`src/rtl/line_buffer_ctrl.sv`:
```
// Line-buffer controller: rotates row writes across KERNEL_SIZE+1 line BRAMs and
// issues a shared read whose tag is delayed to line up with the BRAM output data.
module line_buffer_ctrl #(
    parameter int HRES        = 1280,
    parameter int VRES        = 720,
    parameter int KERNEL_SIZE = 3,
    parameter int RAM_LATENCY = 2
) (
    input  logic                             clk_in,
    input  logic                             rst_n_in,
    input  logic [$clog2(HRES)-1:0]          hcount_in,
    input  logic [$clog2(VRES)-1:0]          vcount_in,
    input  logic                             data_valid_in,
    output logic [KERNEL_SIZE:0]             we_out,
    output logic [$clog2(HRES)-1:0]          wr_addr_out,
    output logic [$clog2(HRES)-1:0]          rd_addr_out,
    output logic [$clog2(KERNEL_SIZE+1)-1:0] rd_sel_out,
    output logic                             window_valid_out,
    output logic [$clog2(HRES)-1:0]          hcount_out,
    output logic [$clog2(VRES)-1:0]          vcount_out,
    output logic                             flush_abort_out
);
    localparam int HW = $clog2(HRES);
    localparam int VW = $clog2(VRES);
    localparam int NB = KERNEL_SIZE + 1;
    localparam int SW = $clog2(NB);
    localparam logic [HW-1:0] LAST_COL  = HW'(HRES - 1);
    localparam logic [VW-1:0] LAST_ROW  = VW'(VRES - 1);
    localparam logic [VW-1:0] HALF      = VW'(NB / 2);
    localparam logic [VW-1:0] FLUSH_ROW = VW'(VRES - NB / 2);
    localparam logic [SW-1:0] FULL      = SW'(KERNEL_SIZE);

    typedef enum logic [1:0] {S_IDLE, S_FILL, S_STREAM, S_FLUSH} state_t;

    state_t          r_state, w_next;
    logic [SW-1:0]   r_wp, w_wp_next;
    logic [SW-1:0]   r_lines, w_lines_next;
    logic [HW-1:0]   r_fcnt, w_fcnt_next;
    logic [1:0]      r_rst_sync;
    logic            w_rst_n;
    logic            w_frame_start, w_row_end, w_issue, w_abort;
    logic [NB-1:0]   w_we;
    logic [HW-1:0]   w_rd_addr;
    logic [VW-1:0]   w_tag_v;
    logic [SW-1:0]   w_sel_now;

    logic            r_pv [RAM_LATENCY];
    logic [HW-1:0]   r_ph [RAM_LATENCY];
    logic [VW-1:0]   r_pc [RAM_LATENCY];
    logic [SW-1:0]   r_ps [RAM_LATENCY];

    // Assert asynchronously, deassert after two clk_in edges.
    always_ff @(posedge clk_in or negedge rst_n_in) begin
        if (!rst_n_in) r_rst_sync <= '0;
        else           r_rst_sync <= {r_rst_sync[0], 1'b1};
    end
    assign w_rst_n = r_rst_sync[1];

    assign w_frame_start = data_valid_in && (hcount_in == '0) && (vcount_in == '0);
    assign w_row_end     = data_valid_in && (hcount_in == LAST_COL);
    assign w_sel_now     = (r_wp == FULL) ? '0 : r_wp + 1'b1;

    always_comb begin
        w_next       = r_state;
        w_wp_next    = r_wp;
        w_lines_next = r_lines;
        w_fcnt_next  = r_fcnt;
        w_we         = '0;
        w_issue      = 1'b0;
        w_rd_addr    = '0;
        w_tag_v      = '0;
        w_abort      = 1'b0;
        if (w_frame_start) begin
            w_next       = S_FILL;
            w_wp_next    = '0;
            w_lines_next = '0;
            w_fcnt_next  = '0;
            w_we         = NB'(1);
            w_abort      = (r_state == S_FLUSH);
        end else begin
            case (r_state)
                S_FILL, S_STREAM: begin
                    if (data_valid_in) begin
                        w_we = NB'(1) << r_wp;
                        if (r_state == S_STREAM) begin
                            w_issue   = 1'b1;
                            w_rd_addr = hcount_in;
                            w_tag_v   = vcount_in - HALF;
                        end
                        if (w_row_end) begin
                            w_wp_next    = (r_wp == FULL) ? '0 : r_wp + 1'b1;
                            w_lines_next = (r_lines == FULL) ? r_lines : r_lines + 1'b1;
                            if (r_state == S_FILL && r_lines == FULL - 1'b1)
                                w_next = S_STREAM;
                            if (r_state == S_STREAM && vcount_in == LAST_ROW) begin
                                w_next      = S_FLUSH;
                                w_fcnt_next = '0;
                            end
                        end
                    end
                end
                S_FLUSH: begin
                    w_issue     = 1'b1;
                    w_rd_addr   = r_fcnt;
                    w_tag_v     = FLUSH_ROW;
                    w_fcnt_next = r_fcnt + 1'b1;
                    if (r_fcnt == LAST_COL) w_next = S_IDLE;
                end
                default: begin
                end
            endcase
        end
    end

    always_ff @(posedge clk_in or negedge w_rst_n) begin
        if (!w_rst_n) begin
            r_state <= S_IDLE;
            r_wp    <= '0;
            r_lines <= '0;
            r_fcnt  <= '0;
        end else begin
            r_state <= w_next;
            r_wp    <= w_wp_next;
            r_lines <= w_lines_next;
            r_fcnt  <= w_fcnt_next;
        end
    end

    // Read tags ride alongside the BRAM read latency; the last stage drives the outputs.
    always_ff @(posedge clk_in or negedge w_rst_n) begin
        if (!w_rst_n) begin
            for (int unsigned i = 0; i < RAM_LATENCY; i++) begin
                r_pv[i] <= 1'b0;
                r_ph[i] <= '0;
                r_pc[i] <= '0;
                r_ps[i] <= '0;
            end
        end else begin
            r_pv[0] <= w_issue;
            r_ph[0] <= w_rd_addr;
            r_pc[0] <= w_tag_v;
            r_ps[0] <= w_issue ? w_sel_now : '0;
            for (int unsigned i = 1; i < RAM_LATENCY; i++) begin
                r_pv[i] <= r_pv[i-1];
                r_ph[i] <= r_ph[i-1];
                r_pc[i] <= r_pc[i-1];
                r_ps[i] <= r_ps[i-1];
            end
        end
    end

    assign we_out           = w_rst_n ? w_we : '0;
    assign wr_addr_out      = hcount_in;
    assign rd_addr_out      = w_rst_n ? w_rd_addr : '0;
    assign flush_abort_out  = w_rst_n & w_abort;
    assign window_valid_out = r_pv[RAM_LATENCY-1];
    assign hcount_out       = r_ph[RAM_LATENCY-1];
    assign vcount_out       = r_pc[RAM_LATENCY-1];
    assign rd_sel_out       = r_ps[RAM_LATENCY-1];

endmodule

```
`config.mk`:
```
export PLATFORM = sky130hd
export DESIGN_NAME = line_buffer_ctrl
export DESIGN_NICKNAME = d
export VERILOG_FILES = /design/src/rtl/line_buffer_ctrl.sv
export SDC_FILE = /design/constraint.sdc
export NUM_CORES = 1
export LEC_CHECK = 0
export ABC_AREA = 1
export BUFFER_PORTS_ARGS = -buffer_cell sky130_fd_sc_hd__buf_2
export CORE_MARGIN = 2
export CORE_UTILIZATION = 50
export DETAILED_ROUTE_END_ITERATION = 8
export PLACE_DENSITY_LB_ADDON = 0.12
export SYNTH_ARGS = -nofsm -noshare
export SYNTH_HDL_FRONTEND = slang
export SYNTH_SLANG_ARGS = --single-unit
export TNS_END_PERCENT = 100
```
`constraint.sdc`:
```
create_clock -name clk_in -period 6.84 [get_ports clk_in]
set_clock_uncertainty 0.05 [all_clocks]
set_input_delay 1.026 -clock clk_in [delete_from_list [all_inputs] [get_ports clk_in]]
set_output_delay 1.026 -clock clk_in [all_outputs]
set_load 0.005 [all_outputs]
```
* After elaboration in Yosys (flattened, before gate mapping)
Index checks and enable logic that the tools add are counted. Widths: inputs -> output; s select.
Cells by class: $add $sub $neg 4, eq/ne operators 15, shift-type cells 1, mux-type cells 41, bitwise gates (word level) 1, reduce and logical (&&, ||, !) cells 16
Operators by type and width (number):
- $mux 11 | 8
- $pmux 11 s2 | 2
- $mux 2 | 17
- $mux 10 | 3
- $eq 11x11->1 const B | 2
- $pmux 10 s2 | 1
- $mux 4 | 4
- $add 11x1->11 const B | 1
- $logic_not 11->1 | 1
- $eq 10x10->1 const B | 1
- $eq 2x2->1 const B | 5
- $logic_not 10->1 | 1
- $sub 10x2->10 const B | 1
- $ne 3x3->1 const B | 3
- $reduce_and 4->1 | 2
- $reduce_bool 2->1 | 3
- $logic_and 1x1->1 | 5
- $reduce_and 5->1 | 1
- $add 2x1->2 const B | 2
- $mux 1 | 4
- $ne 4x4->1 const B | 1
- $pmux 2 s2 | 1
- $shl 1x2->4 const A | 1
- $ne 3x2->1 const B | 1
- 7 further kinds | 7
Word-level totals: register bits after elaboration 67, bits of input ports 24, output and inout port bits 51, word-level logic and storage cells 91

* Logic depth before layout (Yosys ltp)
Gate-level depths: netlist of run 1.
word-level depth 8, gate-level depth with buffers 12, mapped depth without buffers 11

* Least setup slack after synthesis of run 1
OpenSTA, ideal clock, no wires.
path kind flip-flop to output port, start point reg r_rst_sync[1], end point out rd_addr_out[1], arrival 2.514 ns, data required time 5.764 ns, slack 3.250 ns, stages on the path, launching flop included 4, path buffers 1, path through dfrtp_1 inv_1 clkbuf_1 nor3_1
Between the ends: cells in the longest elaborated chain, start to end 1
RTL lines:
- from (decl) | RTL line 39 | logic [1:0] r_rst_sync;
- from (signal assigned) | RTL line 55 | else r_rst_sync <= {r_rst_sync[0], 1'b1};
- $mux 11 | RTL line 154 | assign rd_addr_out = w_rst_n ? w_rd_addr : '0;
- to (decl) | RTL line 16 | output logic [$clog2(HRES)-1:0] rd_addr_out,
Every way passes these cells.

* Worst setup path in the final report of run 1
start point in vcount_in[2], end point out rd_addr_out[10]
Between the ends: cells in the longest elaborated chain, start to end 4
RTL lines:
- from (decl) | RTL line 12 | input logic [$clog2(VRES)-1:0] vcount_in,
- $logic_not 10->1 | RTL line 59 | assign w_frame_start = data_valid_in && (hcount_in == '0) && (vcount_in == '0);
- $logic_and 1x1->1 | RTL line 59
- $mux 11 | RTL line 73 | if (w_frame_start) begin
- $mux 11 | RTL line 154
Every way passes these cells.

==> metrics.yaml, run 1 <==
critical_path:
  cp-start-kind: "primary input"
  path_cells: "buf_2 -> nor2_2 -> nand2_1 -> nor2_1 -> nand3_4 -> nand2_1 -> inv_1 -> nand3_1 -> a21oi_1 -> buf_2"
  critical_path_arrival_ns: 2.74
  cpMaxStageDelayCell: "nand2_1"
  cpPeakStageDelay_ns: 0.48
  crit_required_ns: 5.76
  critPathCaptureType: "primary output"
  crit_path_max_fanout: 22
  worstSetupPathType: "primary input to primary output"
clock_tree:
  post_cts_buffers: 0
  cts_num_sinks: 67
  path_clk_slew_ns: 0.07
  cts_max_path_buffers: 2
  cts_root_buf: "clkbuf_8"
  post_cts_resized: 0
  clock_latency_ns: 0.35
  numCtsBuffers: 9
  hold_buffers: 0
  htreeDepth: 3
  cts_tree: "done"
grt:
  grt_pass1_vias: 2189
  grt_use_total_pct: 19.4
  grt_antenna_before_repair: 0
  grt_pass1_wl_um: 10900
  grt_overflow: 0
  grt_start_max_net_pins: 67
detailed_routing:
  drcViolationCount: 0
  first_pass_iters: 4
  viasPerCell: 4.96
  wl_per_cell_um: 13.5
  wl_um: 6700
  top_layer: "met4"
  dr_wl_met3_um: 325
  wl_met2_um: 3010
  ant_nets: 0
  drt_iter0_markers: 93
  m1WireLength_um: 3290
  via_count: 2455
logic_synthesis:
  synth_edf_count: 0
  synth_area_sq_um: 3390
  synth-seq-cells: 67
  synth_flop_cell: "dfrtp_1"
  synth.avg_cell_area_sq_um: 9.25
  synth_cell_types: 32
  synth_cells: 367
  async_flop_share_pct: 100
  yosys.area.top_type: "dfrtp_1"
  synthTopCellsByArea: "dfrtp_1, buf_4, nand2_1, nor2_1, ha_1"
  yosys_warnings: 0
  synthMostInstantiatedCell: "dfrtp_1"
  yosys-top-cells-count: "dfrtp_1, nand2_1, nor2_1"
  synth_top_area_share_pct: 49.4
  syn-num-nets: 403
  ys_seq_area_share_pct: 49.4
timing:
  slew_headroom_pct: 42.4
  fin_crit_ns: 3.82
  final-max-slew-violation-count: 0
  finalHoldViolCount: 0
  finalWorstSetupSlack_ns: 3.02
  setup_viol: 0
  tightest_slew_ns: 0.860
  max_freq_ghz: 0.262
  period_share_pct: 55.8
  setup_tns_ns: 0
  rsz0062_at_grt: "false"
pwr:
  power_density_nw_per_um2: 221
  irDropWorstVdd_mv: 0.116
  leakage_nw: 1.93
floorplan:
  core-area_sq_um: 6680
  dieArea_sq_um: 7460
  rows: 30
  ios: 75
  die_h_um: 86.4
  die_w_um: 86.4
  initial_core_util_pct: 50.8
place:
  hpwl_um: 4910
  gp_congestion: 0.856
  pre_cts_slack_ns: 3.03
  numPortBuffers: 74
cells_and_area:
  num-nets-final: 446
  num_antenna_cells: 0
  fillCellCount: 622
  area_growth_pct: 12.4
  drive_above_1_share_pct: 31.6
hold_path:
  hold_path_class: "register to register"
status:
  status: "finished clean"
job:
  maxCapViolations: 0
worst max-delay path, delay by kind of cell:
kind | cells | cell delay [ns]
AND/OR/NAND/NOR | 6 | 1.17
AO/OA/AOI/OAI | 1 | 0.08
buffers and inverters | 3 | 0.46
area by class of cell:
cell class	instances	area, sq um	share of cell area, %
multi-input cells	226	1290	33.9
clock inverters	6	113	2.95
repair buffers	75	378	9.91
inverters	31	116	3.05
clock buffers	10	138	3.61
flip-flops and latches	67	1680	44.0
well taps	80	100	2.62
through the flow:
stage / cell area, sq um / util (%) / hold WS, ns / cells / power (mW)
floorplan: 3390 / - / 0.281 / 367 / 0.426
global placement: 3560 / 53.3 / 0.282 / 479 / 0.440
detailed placement: 3560 / 53.3 / 0.285 / 479 / 0.441
CTS: 3810 / 57.1 / 0.300 / 495 / 0.851
global route: 3810 / 57.1 / 0.303 / 495 / 0.875
finish: 3810 / 57.1 / 0.299 / 495 / 0.843
state kept, by name, summed over array words and instances, names as in the netlist:
register / count
r_pv: 1
window_valid_out: 1
r_wp: 2
hcount_out: 11
rd_sel_out: 2
r_ph: 11
r_fcnt: 11
r_lines: 2
r_rst_sync: 2
r_ps: 2
r_pc: 10
r_state: 2
vcount_out: 10
cells by family (layout without fill, tap and decap cells):
kind of cell	Yosys count	after routing	share of synthesized area (%)
compound gates	37	37	7.45
xor+xnor	9	9	2.32
fa+ha+maj	12	12	4.42
buf+inv	74	122	12.5
flops	67	67	49.4
other cells	1	1	0.111
simple gates	167	167	23.7
per-layer routing:
layer,vias to the layer above,global-route usage [%]
met1,1146,27.4
met5,-,0
met4,0,7.53
li1,1234,-
met2,65,28.6
met3,10,5.33
placed cells by master (no fill, tap or decap), types with 5 or more instances in the layout:
| cell | count |
|---|---|
| or2_2 | 6 |
| ha_1 | 12 |
| a22oi_1 | 10 |
| o21ai_0 | 11 |
| nand3_1 | 21 |
| nand4_1 | 7 |
| dfrtp_1 | 66 |
| xnor2_1 | 5 |
| buf_2 | 74 |
| clkbuf_8 | 10 |
| o21ai_2 | 10 |
| inv_1 | 29 |
| nand2_2 | 13 |
| nor2_1 | 43 |
| nand2_1 | 51 |
| nor3_1 | 14 |
power breakdown:
part           switching (mW)  internal [mW]  total, mW
clock network           0.158          0.253      0.410
logic                  0.0236         0.0118     0.0354
registers            0.000134          0.397      0.397
total                   0.182          0.661      0.843
worst paths after layout:
path                               startpoint               to  slack (ns)  depth (start not counted)
worst max register to register     r_state[0]         r_pc[13]        4.55                          6
min in group asynchronous       r_rst_sync[1]         r_pc[13]        0.37                          1
worst min-delay path                 r_ph[16]    hcount_out[5]        0.30                          0
worst max-delay path             vcount_in[2]  rd_addr_out[10]        3.02                         10
worst min register to register       r_ph[16]    hcount_out[5]        0.30                          0
max in group asynchronous       r_rst_sync[1]         r_ph[12]        5.83                          1
Note: power is estimated with default switching activity, not from simulation.
==> run 2, diff against run 1 <==
--- a/config.mk
+++ b/config.mk
@@ -8,7 +8,7 @@
 export ABC_AREA = 1
 export BUFFER_PORTS_ARGS = -buffer_cell sky130_fd_sc_hd__buf_2
 export CORE_MARGIN = 2
-export CORE_UTILIZATION = 50
+export CORE_UTILIZATION = 49
 export DETAILED_ROUTE_END_ITERATION = 8
 export PLACE_DENSITY_LB_ADDON = 0.12
 export SYNTH_ARGS = -nofsm -noshare
==> constraint.sdc (replaced) <==
create_clock -name clk_in -period 3.45 [get_ports clk_in]
set_clock_uncertainty 0.05 [all_clocks]
set_input_delay 0.5175 -clock clk_in [delete_from_list [all_inputs] [get_ports clk_in]]
set_output_delay 0.5175 -clock clk_in [all_outputs]
set_load 0.005 [all_outputs]
==> run 2 against run 1 <==
Effect of this change:
- via count down 0.73%
- core utilization decreased by 0.78 points
- clock power increased by 72%
- setup slack worse by 2.3 ns
- global-route usage increased by 0.44 points
- non-clock buffer count up 3
==> metrics.yaml, run 2 (synthesis results as in run 1) <==
clock_tree:
  cts_root_buf: "clkbuf_8"
  cts_num_sinks: 67
  post_cts_buffers: 0
  clock_latency_ns: 0.34
  numCtsBuffers: 9
  cts_tree: "done"
  path_clk_slew_ns: 0.07
  post_cts_resized: 0
  cts_max_path_buffers: 2
  htreeDepth: 3
place:
  hpwl_um: 5130
  numPortBuffers: 74
  gp_congestion: 0.981
timing:
  finalHoldViolCount: 0
  rsz0062_at_grt: "false"
  tightest_slew_ns: 0.783
  setup_viol: 0
  fin_crit_ns: 2.73
  whs_ns: 0.298
  max_freq_ghz: 0.366
  period_share_pct: 79.2
  final-max-slew-violation-count: 0
  setup_tns_ns: 0
  slew_headroom_pct: 47.8
critical_path:
  crit_path_max_fanout: 12
  cpMaxStageDelayCell: "dfrtp_1"
  path_buf_inv: 3
  cp_top_family: "simple AND/OR/NAND/NOR gates"
  path_cells: "inv_1 -> ha_1 -> nand2_1 -> nor2_1 -> buf_4 -> a22oi_1 -> nor3_1 -> buf_2"
  cp-start-kind: "register"
  r2r-end: "r_fcnt[7]"
  crit_required_ns: 2.88
  r2r_cells: 8
  cpPeakStageDelay_ns: 0.40
  worstSetupPathType: "register to primary output"
  critPathCaptureType: "primary output"
  worstReg2RegStart: "r_state[0]"
  r2r_slack_ns: 1.41
  critical_path_arrival_ns: 2.16
cells_and_area:
  regArea_sq_um: 1680
  num-nets-final: 449
  multiInputGateArea_sq_um: 1290
  fillCellCount: 613
  drive_above_1_share_pct: 31.7
  final_common_cell: "buf_2"
  num_antenna_cells: 0
  final_cell_mix: "buf_2, dfrtp_1, nand2_1, nor2_1, inv_1"
  area_growth_pct: 12.1
detailed_routing:
  viasPerCell: 4.90
  wl_um: 6860
  via_count: 2437
  ant_nets: 0
  wl_per_cell_um: 13.8
  drt_iter0_markers: 189
  first_pass_iters: 4
  drcViolationCount: 0
floorplan:
  rows: 30
  die_h_um: 87.2
  core-area_sq_um: 6760
  initial_core_util_pct: 50.2
  die_w_um: 87.2
  ios: 75
  dieArea_sq_um: 7610
grt:
  grt_pass1_vias: 2360
  grt_overflow: 0
  grt_pass1_wl_um: 11400
  grt_use_total_pct: 19.8
  grt_start_max_net_pins: 66
  grt_antenna_before_repair: 0
pwr:
  irDropWorstVdd_mv: 0.202
  power_density_nw_per_um2: 412
  leakage_nw: 1.93
status:
  status: "finished clean"
job:
  maxCapViolations: 0
hold_path:
  hold_end: "vcount_out[1]"
  hold_start: "r_pc[11]"
  min_path_cells: 0
  hold_path_class: "register to register"
run 2: cell count changes in the layout (fill, tap and decap cells not counted):
| cell | before | now |
|---|---|---|
| buf_4 | 1 | 3 |
| clkinv_4 | 2 | 0 |
| bufinv_16 | 3 | 2 |
| clkinv_2 | 1 | 2 |
| clkinvlp_4 | 0 | 1 |
| dlygate4sd3_1 | 0 | 1 |
run 2: final cells by class:
cell class                      instances  area share [%]
Clock inverter                          5            2.04
Sequential cell                        67            44.1
Timing Repair Buffer                   78            10.6
Inverter                               31            3.06
Clock buffer                           10            3.62
Multi-Input combinational cell        226            33.9
Tap cell                               80            2.63
run 2: how the worst max path moves through the flow:
stage                        from             end  slack [ns]  cells after the start
finish                 r_state[0]  rd_addr_out[9]        0.72                      8
global route           r_state[0]  rd_addr_out[6]        0.55                      8
CTS                    r_state[0]  rd_addr_out[9]        0.75                      8
detailed placement   vcount_in[2]  rd_addr_out[0]        1.12                      9
global placement     vcount_in[2]  rd_addr_out[0]        1.13                      9
floorplan           r_rst_sync[1]  rd_addr_out[1]        0.37                      3
run 2: report_power, final:
group	total [mW]	leakage [nW]	internal (mW)	switching (mW)
sequential	0.787	0.920	0.787	0.000453
combinational	0.0726	0.901	0.0242	0.0484
clock	0.706	0.108	0.420	0.286
run 2: worst register-to-register path: cells and delay by family, from the launching register on:
kind                       cells  cell delay, ns
DFF                            1            0.40
and+or+nand+nor                5            0.64
AOI/OAI and AO/OA              1            0.06
adders and majority gates      1            0.61
buffers and inverters          1            0.18
run 2: what timing repair did:
item / CTS / global route
endpoints found under the hold margin: 2 / 0
setup endpoints to repair: 0 / 0
hold buffers: 1 / 0
run 2: metal layers:
| layer | share of wire (%) | up-vias | routed length (um) | global-route usage [%] |
|---|---|---|---|---|
| li1 | - | 1237 | - | - |
| met4 | 1.1 | 0 | 74 | 6.01 |
| met5 | 0 | - | 0 | 0 |
| met1 | 47 | 1100 | 3200 | 28.9 |
| met2 | 44 | 93 | 2990 | 28.9 |
| met3 | 8.6 | 7 | 593 | 5.59 |
run 2: metrics by stage:
step	cells	instance area (sq um)	util, %	power [mW]	setup WS, ns
after floorplan	367	3390	-	0.844	0.368
after global placement	481	3580	53.0	0.875	1.13
after detailed placement	481	3580	53.0	0.875	1.12
after CTS	497	3800	56.3	1.58	0.750
after global routing	497	3800	56.3	1.63	0.546
final	497	3800	56.3	1.57	0.719
==> run 3, diff against run 2 <==
--- a/config.mk
+++ b/config.mk
@@ -8,7 +8,7 @@
 export ABC_AREA = 1
 export BUFFER_PORTS_ARGS = -buffer_cell sky130_fd_sc_hd__buf_2
 export CORE_MARGIN = 2
-export CORE_UTILIZATION = 49
+export CORE_UTILIZATION = 50
 export DETAILED_ROUTE_END_ITERATION = 8
 export PLACE_DENSITY_LB_ADDON = 0.12
 export SYNTH_ARGS = -nofsm -noshare
==> constraint.sdc (replaced) <==
create_clock -name clk_in -period 2.6 [get_ports clk_in]
set_clock_uncertainty 0.05 [all_clocks]
set_input_delay 0.39 -clock clk_in [delete_from_list [all_inputs] [get_ports clk_in]]
set_output_delay 0.39 -clock clk_in [all_outputs]
set_load 0.005 [all_outputs]
==> run 3 against run 2 <==
Effect of this change:
- first-iteration DRC count shrank 25%
- sequential share of layout area shrank 1.2 points
- sequential power increased by 32%
- core utilization grew 2.2 points
- global-route usage up 0.23 points
- non-clock buffer count rose by 6
- combinational power grew 35%
- power is 46% higher
- via count rose by 2.8%
==> metrics.yaml, run 3 (synthesis results as in run 1) <==
status:
  status: "finished clean"
timing:
  finalWorstSetupSlack_ns: 0.143
  rsz0062_at_grt: "false"
  fin_crit_ns: 2.46
  max_freq_ghz: 0.407
  setup_tns_ns: 0
  tightest_slew_ns: 0.803
  finalHoldViolCount: 0
  slew_headroom_pct: 46.5
  period_share_pct: 94.5
  setup_viol: 0
  final-max-slew-violation-count: 0
pwr:
  leakage_nw: 1.98
  swShare_pct: 20.4
  irDropWorstVdd_mv: 0.243
  power_density_nw_per_um2: 583
  p_int_mw: 1.81
  seq_power_share_pct: 45.8
  combPwrFrac_pct: 4.3
  p_clk_share_pct: 49.9
  p_sw_mw: 0.466
critical_path:
  worstSetupStartpoint: "r_state[0]"
  r2r_cells: 9
  crit_path_max_fanout: 12
  worstSetupPathType: "register to primary output"
  cp-endpoint: "rd_addr_out[5]"
  r2r_slack_ns: 0.53
  crit_required_ns: 2.16
  worstReg2RegStart: "r_state[0]"
  cp-start-kind: "register"
  r2r-end: "r_fcnt[7]"
  critical_path_arrival_ns: 2.02
  critPathCaptureType: "primary output"
detailed_routing:
  ant_nets: 0
  drt_iter0_markers: 142
  drcViolationCount: 0
  viasPerCell: 4.97
  first_pass_iters: 4
  wl_per_cell_um: 14.2
  wl_um: 7160
  via_count: 2505
floorplan:
  ios: 75
  initial_core_util_pct: 50.8
  dieArea_sq_um: 7460
  die_h_um: 86.4
  core-area_sq_um: 6680
  rows: 30
  die_w_um: 86.4
place:
  hpwl_um: 5370
  pre_cts_slack_ns: 0.462
  numPortBuffers: 74
  dp_cells: 483
  gp_congestion: 0.897
clock_tree:
  htreeDepth: 3
  path_clk_slew_ns: 0.08
  numCtsBuffers: 9
  cts_root_buf: "clkbuf_8"
  clock_latency_ns: 0.34
  cts_tree: "done"
  cts_max_path_buffers: 2
  cts_num_sinks: 67
cells_and_area:
  regArea_sq_um: 1680
  area_growth_pct: 15.3
  fillCellCount: 595
  num-nets-final: 455
  drive_above_1_share_pct: 32.8
  final_common_cell: "buf_2"
  num_antenna_cells: 0
  final_cell_mix: "buf_2, dfrtp_1, nand2_1, nor2_1, inv_1"
  instances_no_fill: 504
  multiInputGateArea_sq_um: 1300
grt:
  grt_start_max_net_pins: 66
  grt_pass1_wl_um: 11500
  grt.met1_usage_pct: 29.7
  grt_util_met3_pct: 4.57
  grt_overflow: 0
  grt_pass1_vias: 2292
  use_met2_pct: 30.1
  grt_antenna_before_repair: 0
  grt_use_total_pct: 20.1
  busiest_layer: "met2"
job:
  maxCapViolations: 0
hold_path:
  min_path_cells: 0
  hold_path_class: "register to register"
-- run 3: worst min path at each step --
stage	start	to	slack, ns
6_report	r_ph[13]	hcount_out[2]	0.29
5_1_grt	data_valid_in	r_pc[10]	0.28
2_1_floorplan	rst_n_in	r_rst_sync[0]	0.04
3_3_place_gp	rst_n_in	r_rst_sync[0]	0.13
4_1_cts	data_valid_in	r_pc[10]	0.27
3_5_place_dp	rst_n_in	r_rst_sync[0]	0.13
-- run 3: repair_timing --
action	4_1_cts	5_1_grt
resized for setup	0	1
hold endpoints to repair	2	0
buffers inserted	0	4
setup endpoints to repair	0	11
hold buffers	1	0
-- run 3: routing by layer --
metal	vias to the layer above	wire, um
met3	4	394
met2	75	3300
met1	1167	3420
li1	1259	-
met5	-	0
met4	0	43
-- run 3: metrics by stage --
step                      cell area, sq um  total power, mW  hold slack (ns)  utilization (%)
after floorplan                       3390             1.12           0.0444                -
after global placement                3590             1.16            0.130             53.8
after detailed placement              3590             1.16            0.132             53.8
after CTS                             3870             2.30            0.274             57.9
after global routing                  3910             2.36            0.280             58.5
final                                 3910             2.28            0.294             58.5
-- run 3: cell type report --
class                           count  area share [%]
Clock buffer                       10            3.26
Tap cell                           80            2.56
Timing Repair Buffer               84            11.5
Inverter                           31            2.98
Clock inverter                      6            3.52
Multi-Input combinational cell    226            33.3
Sequential cell                    67            42.9
-- run 3: power groups by stage --
stage / combinational [mW] / sequential (mW) / clock (mW)
2_1_floorplan: 0.0414 / 1.08 / 0
3_3_place_gp: 0.0971 / 1.06 / 0
3_5_place_dp: 0.0981 / 1.06 / 0
4_1_cts: 0.0997 / 1.04 / 1.16
5_1_grt: 0.111 / 1.04 / 1.21
6_report: 0.0979 / 1.04 / 1.14
-- run 3: critical path, stage by stage (launching register included) --
cell and delay [ns]:
dfrtp_1 0.40, inv_1 0.10, ha_4 0.30, nand2_1 0.08, nor2_1 0.09, buf_4 0.19
a22oi_1 0.11, nor3_1 0.24, buf_2 0.15
